$ cat config.mk
export PLATFORM = sky130hd
export DESIGN_NAME = traffic_intersection_ctrl
export DESIGN_NICKNAME = d
export VERILOG_FILES = /design/src/rtl/traffic_pkg.sv /design/src/rtl/traffic_tick_gen.sv /design/src/rtl/traffic_intersection_ctrl.sv
export SDC_FILE = /design/constraint.sdc
export NUM_CORES = 1
export LEC_CHECK = 0
export CAP_MARGIN = 15
export CORE_AREA = 2 2 71 73
export DETAILED_ROUTE_END_ITERATION = 8
export DIE_AREA = 0 0 73 75
export PLACE_DENSITY_LB_ADDON = 0.12
export SLEW_MARGIN = 20
export SYNTH_ARGS = -nofsm -noshare
export SYNTH_HDL_FRONTEND = slang
export SYNTH_SLANG_ARGS = --single-unit
$ cat constraint.sdc
create_clock -name clk -period 2.5 [get_ports clk]
set_input_delay 0.25 -clock clk [delete_from_list [all_inputs] [get_ports clk]]
set_output_delay 0.25 -clock clk [all_outputs]
set_load 0.05 [all_outputs]
$ cat src/rtl/traffic_pkg.sv
`default_nettype none
// +-----------------------------------------------------------------------+
// | traffic_pkg: phase encoding and timer sizing for the intersection     |
// | Rev 1.0                                                               |
// +-----------------------------------------------------------------------+
package traffic_pkg;

  typedef enum logic [1:0] {
    PH_ALL_RED = 2'd0,
    PH_GREEN   = 2'd1,
    PH_YELLOW  = 2'd2,
    PH_FLASH   = 2'd3
  } phase_t;

  // One spare bit above what the longest phase needs.
  function automatic int timer_width(input int g, input int y, input int a,
                                     input int p, input int f);
    int m;
    m = g;
    if (y > m) m = y;
    if (a > m) m = a;
    if (p > m) m = p;
    if (f > m) m = f;
    return $clog2(m) + 1;
  endfunction

endpackage
`default_nettype wire

$ cat src/rtl/traffic_tick_gen.sv
`default_nettype none
// +-----------------------------------------------------------------------+
// | traffic_tick_gen: one-cycle tick every TICK_DIV clock cycles          |
// | Rev 1.0                                                               |
// +-----------------------------------------------------------------------+
module traffic_tick_gen #(
  parameter int TICK_DIV = 27_000_000
) (
  input  logic clk,
  input  logic rst_n,
  output logic tick
);

  localparam int c_CW = (TICK_DIV > 1) ? $clog2(TICK_DIV) : 1;
  localparam logic [c_CW-1:0] c_LAST = c_CW'(TICK_DIV - 1);

  logic [c_CW-1:0] r_count;

  always_ff @(posedge clk or negedge rst_n) begin
    if (!rst_n) begin
      r_count <= '0;
    end else if (r_count == c_LAST) begin
      r_count <= '0;
    end else begin
      r_count <= r_count + 1'b1;
    end
  end

  assign tick = (r_count == c_LAST);

endmodule
`default_nettype wire

$ cat src/rtl/traffic_intersection_ctrl.sv
`default_nettype none
// +-----------------------------------------------------------------------+
// | traffic_intersection_ctrl: round-robin multi-approach light with      |
// | pedestrian walk latching and fail-safe flashing red.  Rev 1.0         |
// +-----------------------------------------------------------------------+
module traffic_intersection_ctrl
  import traffic_pkg::*;
#(
  parameter int NUM_DIR      = 4,
  parameter int TICK_DIV     = 27_000_000,
  parameter int GREEN_TICKS  = 5,
  parameter int YELLOW_TICKS = 2,
  parameter int ALLRED_TICKS = 1,
  parameter int PED_TICKS    = 8,
  parameter int FLASH_TICKS  = 1
) (
  input  logic                       clk,
  input  logic                       rst_n,
  input  logic [NUM_DIR-1:0]         ped_req,
  input  logic                       flash_en,
  output logic [NUM_DIR-1:0]         red,
  output logic [NUM_DIR-1:0]         yellow,
  output logic [NUM_DIR-1:0]         green,
  output logic [NUM_DIR-1:0]         walk,
  output logic [$clog2(NUM_DIR)-1:0] active_dir,
  output logic                       flashing
);

  localparam int c_DW    = $clog2(NUM_DIR);
  localparam int c_SRV   = (PED_TICKS > GREEN_TICKS) ? PED_TICKS : GREEN_TICKS;
  localparam int c_TW    = timer_width(GREEN_TICKS, YELLOW_TICKS, ALLRED_TICKS,
                                       PED_TICKS, FLASH_TICKS);
  localparam logic [c_TW-1:0] c_G_LAST   = c_TW'(GREEN_TICKS - 1);
  localparam logic [c_TW-1:0] c_SRV_LAST = c_TW'(c_SRV - 1);
  localparam logic [c_TW-1:0] c_Y_LAST   = c_TW'(YELLOW_TICKS - 1);
  localparam logic [c_TW-1:0] c_A_LAST   = c_TW'(ALLRED_TICKS - 1);
  localparam logic [c_TW-1:0] c_F_LAST   = c_TW'(FLASH_TICKS - 1);
  localparam logic [c_DW-1:0] c_DIR_LAST = c_DW'(NUM_DIR - 1);

  phase_t             r_state;
  logic [c_TW-1:0]    r_timer;
  logic [c_DW-1:0]    r_dir;
  logic               r_fresh;   // next green restarts at approach 0
  logic               r_served;
  logic               r_blink;
  logic [NUM_DIR-1:0] r_pend;

  logic               w_tick;
  logic [c_DW-1:0]    w_next_dir;
  logic               w_entry_served;
  logic               w_green_entry;
  logic [c_TW-1:0]    w_green_last;
  logic [NUM_DIR-1:0] w_pend_clr;

  traffic_tick_gen #(
    .TICK_DIV (TICK_DIV)
  ) u_tick (
    .clk   (clk),
    .rst_n (rst_n),
    .tick  (w_tick)
  );

  assign w_next_dir     = r_fresh ? '0 : ((r_dir == c_DIR_LAST) ? '0 : r_dir + 1'b1);
  assign w_entry_served = r_pend[w_next_dir] | ped_req[w_next_dir];
  assign w_green_entry  = w_tick && (r_state == PH_ALL_RED) &&
                          (r_timer == c_A_LAST) && !flash_en;
  assign w_green_last   = r_served ? c_SRV_LAST : c_G_LAST;
  // A request on the entry edge is consumed, not re-latched.
  assign w_pend_clr     = w_green_entry ? (NUM_DIR'(1) << w_next_dir) : '0;

  always_ff @(posedge clk or negedge rst_n) begin
    if (!rst_n) begin
      r_state  <= PH_ALL_RED;
      r_timer  <= '0;
      r_dir    <= '0;
      r_fresh  <= 1'b1;
      r_served <= 1'b0;
      r_blink  <= 1'b0;
      r_pend   <= '0;
    end else begin
      r_pend <= (r_pend | ped_req) & ~w_pend_clr;
      if (w_tick) begin
        case (r_state)
          PH_ALL_RED: begin
            if (r_timer == c_A_LAST) begin
              r_timer <= '0;
              if (flash_en) begin
                r_state <= PH_FLASH;
                r_blink <= 1'b1;
              end else begin
                r_state  <= PH_GREEN;
                r_dir    <= w_next_dir;
                r_fresh  <= 1'b0;
                r_served <= w_entry_served;
              end
            end else begin
              r_timer <= r_timer + 1'b1;
            end
          end
          PH_GREEN: begin
            if (flash_en || (r_timer == w_green_last)) begin
              r_state <= PH_YELLOW;
              r_timer <= '0;
            end else begin
              r_timer <= r_timer + 1'b1;
            end
          end
          PH_YELLOW: begin
            if (r_timer == c_Y_LAST) begin
              r_state <= PH_ALL_RED;
              r_timer <= '0;
            end else begin
              r_timer <= r_timer + 1'b1;
            end
          end
          PH_FLASH: begin
            if (!flash_en) begin
              r_state <= PH_ALL_RED;
              r_timer <= '0;
              r_fresh <= 1'b1;
            end else if (r_timer == c_F_LAST) begin
              r_timer <= '0;
              r_blink <= ~r_blink;
            end else begin
              r_timer <= r_timer + 1'b1;
            end
          end
          default: begin
            r_state <= PH_ALL_RED;
            r_timer <= '0;
          end
        endcase
      end
    end
  end

  always_comb begin
    red    = '0;
    yellow = '0;
    green  = '0;
    walk   = '0;
    for (int i = 0; i < NUM_DIR; i++) begin
      case (r_state)
        PH_GREEN: begin
          red[i]   = (c_DW'(i) != r_dir);
          green[i] = (c_DW'(i) == r_dir);
          walk[i]  = (c_DW'(i) == r_dir) & r_served;
        end
        PH_YELLOW: begin
          red[i]    = (c_DW'(i) != r_dir);
          yellow[i] = (c_DW'(i) == r_dir);
        end
        PH_FLASH: red[i] = r_blink;
        default:  red[i] = 1'b1;
      endcase
    end
  end

  assign active_dir = r_dir;
  assign flashing   = (r_state == PH_FLASH);

endmodule
`default_nettype wire

## Word level (Yosys, flattened, before mapping)

Index checks and enable logic that the tools add are counted.

| word-level totals | value |
|---|---|
| flip-flop bits (word level) | 40 |
| bits of input ports | 7 |

| cells by class | value |
|---|---|
| add/subtract/negate cells | 3 |
| order comparisons | 1 |
| equality and inequality tests | 21 |
| shifts and indexed selects | 1 |
| muxes and demuxes | 45 |
| bitwise logic cells | 10 |
| reduce and logical (&&, ||, !) cells | 15 |

Operators by type and width:

| cell | number |
|---|---|
| adder 25 x 1 -> 25 bit, second input constant | 1 |
| == test 25 bit, second input constant | 1 |
| 2-to-1 mux 25 bit | 1 |
| 2-to-1 mux 1 bit | 21 |
| 2-to-1 mux 4 bit | 5 |
| 2-to-1 mux 2 bit | 8 |
| case mux 4 bit (4 select lines) | 1 |
| inequality test 2 bit, second input constant | 6 |
| case mux 1 bit (2 select lines) | 6 |
| AND reduction 5 bit | 2 |
| case mux 2 bit (4 select lines) | 1 |
| == test 2 bit, second input constant | 3 |
| AND reduction 6 bit | 1 |
| adder 4 x 1 -> 4 bit, second input constant | 1 |
| AND 1 bit | 4 |
| AND 4 bit | 1 |
| binary-select mux 1 bit (select 2 bit) | 2 |
| == test 2 bit, first input constant | 2 |
| == test 4 x 1 -> 1 bit, second input constant | 1 |
| == test 4 x 3 -> 1 bit | 1 |
| zero test 2 bit | 2 |
| zero test 4 bit | 1 |
| inequality test 2 x 1 -> 1 bit, second input constant | 2 |
| inequality test 2 bit, first input constant | 2 |
| 16 further kinds | 20 |

## Logic depth before layout (Yosys ltp)

| depth | value |
|---|---|
| depth after elaboration | 7 |
| mapped depth | 7 |
| gate-level depth less buffers | 7 |

## Hierarchy

A second synthesis with hierarchy kept.

| second synthesis, totals | value |
|---|---|
| cells, all modules | 241 |
| area, all modules | 2304.7 µm² |

Modules (own cells, without submodules):

| module | times used | cells an instance | area each (µm²) |
|---|---|---|---|
| traffic_tick_gen | 1 | 123 | 1239.9 |
| traffic_intersection_ctrl | 1 | 118 | 1064.8 |

## Least setup slack after synthesis

OpenSTA, ideal clock, no wires.

| path | value |
|---|---|
| kind | register to output |
| start point | register r_dir[0], in the netlist active_dir[0] |
| end point | output red[0] |
| data arrival time | 2.125 ns |
| required time | 2.250 ns |
| path slack | 0.125 ns |
| stages on the path, launching flop included | 4 |
| buffers on the path | 0 |
| cells stage by stage | dfrtp_1 -> inv_1 -> ha_1 -> o21ai_0 |

| between the ends | value |
|---|---|
| cells in the longest elaborated chain, start to end | 2 |

Ends and longest elaborated chain:

| element | RTL line | source |
|---|---|---|
| from (decl) | traffic_intersection_ctrl.sv:42 | `logic [c_DW-1:0] r_dir;` |
| from (signal assigned) | traffic_intersection_ctrl.sv:92 | `r_dir <= w_next_dir;` |
| nonzero test 2 bit | traffic_intersection_ctrl.sv:145, traffic_intersection_ctrl.sv:150 |  |
| case mux 1 bit (2 select lines) | traffic_intersection_ctrl.sv:143 | `case (r_state)` |
| to (decl) | traffic_intersection_ctrl.sv:21 | `output logic [NUM_DIR-1:0] red,` |

No other way between the ends.

## Worst setup path in the final report

| path | value |
|---|---|
| start point | register r_state[1] |
| end point | output green[2] |

| between the ends | value |
|---|---|
| cells in the longest elaborated chain, start to end | 2 |

Ends and longest elaborated chain:

| element | RTL line | source |
|---|---|---|
| from (decl) | traffic_intersection_ctrl.sv:40 | `phase_t r_state;` |
| from (signal assigned) | traffic_intersection_ctrl.sv:73 | `r_state <= PH_ALL_RED;` |
| from (signal assigned) | traffic_intersection_ctrl.sv:88 | `r_state <= PH_FLASH;` |
| from (signal assigned) | traffic_intersection_ctrl.sv:91 | `r_state <= PH_GREEN;` |
| == test 2 x 1 -> 1 bit | traffic_intersection_ctrl.sv:143 |  |
| 2-to-1 mux 1 bit | traffic_intersection_ctrl.sv:143 |  |
| to (decl) | traffic_intersection_ctrl.sv:23 | `output logic [NUM_DIR-1:0] green,` |

No other way between the ends.

==> flow_summary.toml <==
[status]
status = "complete, no violations"

[detailed_routing]
drt-total-wl_um = 4394
vias = 1723
drc = 0
wl_per_cell_um = 13.77
drt-initial-drc-count = 58
viasPerCell = 5.401
first_pass_iters = 4
postRouteAntennaNets = 0

[logic_synthesis]
ys_warn_count = 0
postSynthCellCount = 230
synth_fp_nets = 250
synth_edf_count = 0
yosys_register_bits = 40
ys_types = 44
yosysSeqAreaShare_pct = 44.04
synth_top_area_cell = "dfrtp_1"
avgSynthCellArea_um2 = 9.895
netlist_area_um2 = 2276
synth-async-reset-ratio_pct = 100.0
synth.top_cell.area_share_pct = 42.88
synthFlopType = "dfrtp_1"
synth_area_leaders = "dfrtp_1, ha_1, xor2_1"

[finish]
syn_to_final_growth_pct = 19.96
final_layout_size_suffix_gt1_share_pct = 12.45
stdcell_count = 319
fill_cells = 407
antenna-diode-count = 0
final_cell_area_um2 = 2730
nNetsFinal = 284

[pwr]
peakVddDrop_mv = 0.2773
power.share.sequential_pct = 58.5
p_clk_share_pct = 39.2
power_density_nw_per_um2 = 405.9
intPower_uw = 876.4
swShare_pct = 20.92
combPwrFrac_pct = 2.3
leakagePower_uw = 0.001320
switchingPower_uw = 231.9

[placed_design]
hpwl_um = 3161
dpl_cell_area_um2 = 2618
place.gp.congestion = 0.7913
dp_cells = 311
portBuffers = 25

[global_route]
grt_pass1_vias = 1593
grt_overflow = 0
track_usage_pct = 17.58
grt_pass1_wl_um = 7555
antenna_found_initial = 0
grt_max_degree = 41

[timing]
report.final.hold_viol_count = 0
max_freq_mhz = 417.8
fin_crit_ns = 2.394
worst_pin_slew_ns = 0.8727
period_share_pct = 95.74
drv_slew = 0
slew-limit-headroom_pct = 41.82
clock_skew_ns = 0.004697
setup_violations = 0

[floorplanning]
start_util_pct = 48.83
io_pins = 26
core_area_um2 = 4661
die_x_um = 73
fp-row-count = 25
die_h_um = 75
die-area_um2 = 5475

[min_path]
hold_path_class = "in2async"

[setup_path]
critPathCaptureType = "primary output"
worstPathArrival_ns = 2.14
cp_max_fo = 10
critPathMaxStageDelay_ns = 0.81
start_kind = "flop"
cp_data_required_time_ns = 2.25
crit_chain = "inv_1 > ha_1 > and2_1 > clkdlybuf4s50_1"
r2r_cells = 4
r2r-start = "u_tick.r_count[21]$_DFF_PN0_"
r2r_end = "r_served$_DFFE_PN0P_"
worst-setup-path-type = "reg2out"
crit_path_top_delay_cell = "clkdlybuf4s50_1"
reg2reg_setup_slack_ns = 0.17

[clock_tree]
post_cts_buffers = 0
tritoncts = "yes"
h-tree-depth = 2
clockBufferDepth = 2
clock_sinks = 40
root_buffer = "clkbuf_8"
clock_latency_ns = 0.28
cts_buffers = 5
clkTransAtPathRegs_ns = 0.07

[flow_run]
max-cap-violations = 0
[metrics by stage]
step	hold WS, ns	power (µW)	util, %	setup TNS, ns	setup WS [ns]
final	0.07940	1108	58.58	0	0.1064
after detailed placement	0.4316	688.1	56.16	0	0.1737
after CTS	0.1262	1127	58.15	0	0.07830
after global placement	0.4333	687.9	56.16	0	0.1976
after floorplan	-0.04559	663.5	-	0	0.1253
after global routing	0.1697	1146	58.58	-0.03650	-0.03650
[layout make-up]
cell class / instances / area (µm²) / share of cell area (%)
Timing Repair Buffer: 31 / 310.3 / 11.37
Sequential cell: 40 / 1002 / 36.71
Clock buffer: 6 / 82.58 / 3.025
Tap cell: 54 / 67.56 / 2.475
Multi-Input combinational cell: 173 / 1209 / 44.27
Clock inverter: 2 / 10.01 / 0.3666
Inverter: 13 / 48.80 / 1.787
[worst max-delay path, delay by kind of cell, from the launching register on]
kind | cells | cell delay, ns
adder cells (fa/ha/maj) | 1 | 0.35
buffers and inverters | 2 | 0.93
flip-flops | 1 | 0.40
AND/OR/NAND/NOR | 1 | 0.18
[worst max path at each step]
stage / startpoint / endpoint / slack [ns] / cells past startpoint
after floorplan: active_dir[0]$_DFFE_PN0P_ / red[0] / 0.13 / 3
after global placement: u_tick.r_count[21]$_DFF_PN0_ / active_dir[0]$_DFFE_PN0P_ / 0.20 / 4
after detailed placement: u_tick.r_count[21]$_DFF_PN0_ / active_dir[0]$_DFFE_PN0P_ / 0.17 / 4
after CTS: r_state[1]$_DFFE_PN0P_ / walk[0] / 0.08 / 4
after global routing: r_state[1]$_DFFE_PN0P_ / green[2] / -0.04 / 4
final: r_state[1]$_DFFE_PN0P_ / green[2] / 0.11 / 4
[state kept, by name, summed over array words and instances, names as in the netlist]
name,cells
active_dir,2
r_blink,1
r_fresh,1
r_pend,4
r_served,1
r_state,2
r_timer,4
u_tick.r_count,25
[layout by cell type (no fill, tap or decap), drive strengths merged, types with 11 or more instances in the layout]
cell | synthesis | layout
and2 | 11 | 11
dfrtp | 39 | 39
nor2 | 24 | 24
o21ai | 15 | 15
clkdlybuf4s50 | 0 | 16
nand2 | 12 | 12
xor2 | 12 | 12
inv | 13 | 13
ha | 13 | 13
[synthesized netlist by cell type (all sizes together), types with 2 or more instances]
cell type and instances:
nand4 7, clkbuf 3, or2 2, nor4 3
ha 13, and4 3, and2 11, o21ai 15
xor2 12, nor3 8, a31oi 5, inv 13
and3 8, dfrtp 39, or3 5, nor2 24
nand3 8, or4 2, mux2 5, a21oi 7
xnor2 6, nand2 12, mux2i 3
[power groups by stage]
stage	registers, µW	clock network (µW)	logic (µW)
global placement	662	0	26.4
global route	649	468	29.2
detailed placement	662	0	26.5
CTS	649	452	26.8
finish	649	434	25.0
floorplan	661	0	2.40
[timing repair]
action                                  in CTS  in global routing
hold buffers                                 0                  0
gates resized for setup                      0                  8
endpoints found under the setup margin       0                  8
[metal layers]
metal | GRT usage [%] | routed length, µm | vias up | part of all wire, %
li1 | - | - | 883 | -
met3 | 4.016 | 95 | 2 | 2.2
met1 | 26.04 | 2295 | 822 | 52
met2 | 26.73 | 1979 | 16 | 45
met4 | 3.086 | 24 | 0 | 0.55
met5 | 0 | 0 | - | 0
[kinds of logic (layout without fill, tap and decap cells)]
| kind of cell | after synthesis | count (layout) | share of synthesized area, % |
|---|---|---|---|
| adders and majority gates | 13 | 13 | 7.147 |
| DFF | 40 | 40 | 44.04 |
| xor gates and xnor gates | 18 | 18 | 6.927 |
| muxes | 8 | 8 | 3.793 |
| AOI/OAI and AO/OA | 36 | 36 | 9.896 |
| buffers and inverters | 17 | 52 | 3.134 |
| and+or+nand+nor | 98 | 98 | 25.07 |
Note: power is estimated with default switching activity, not from simulation.
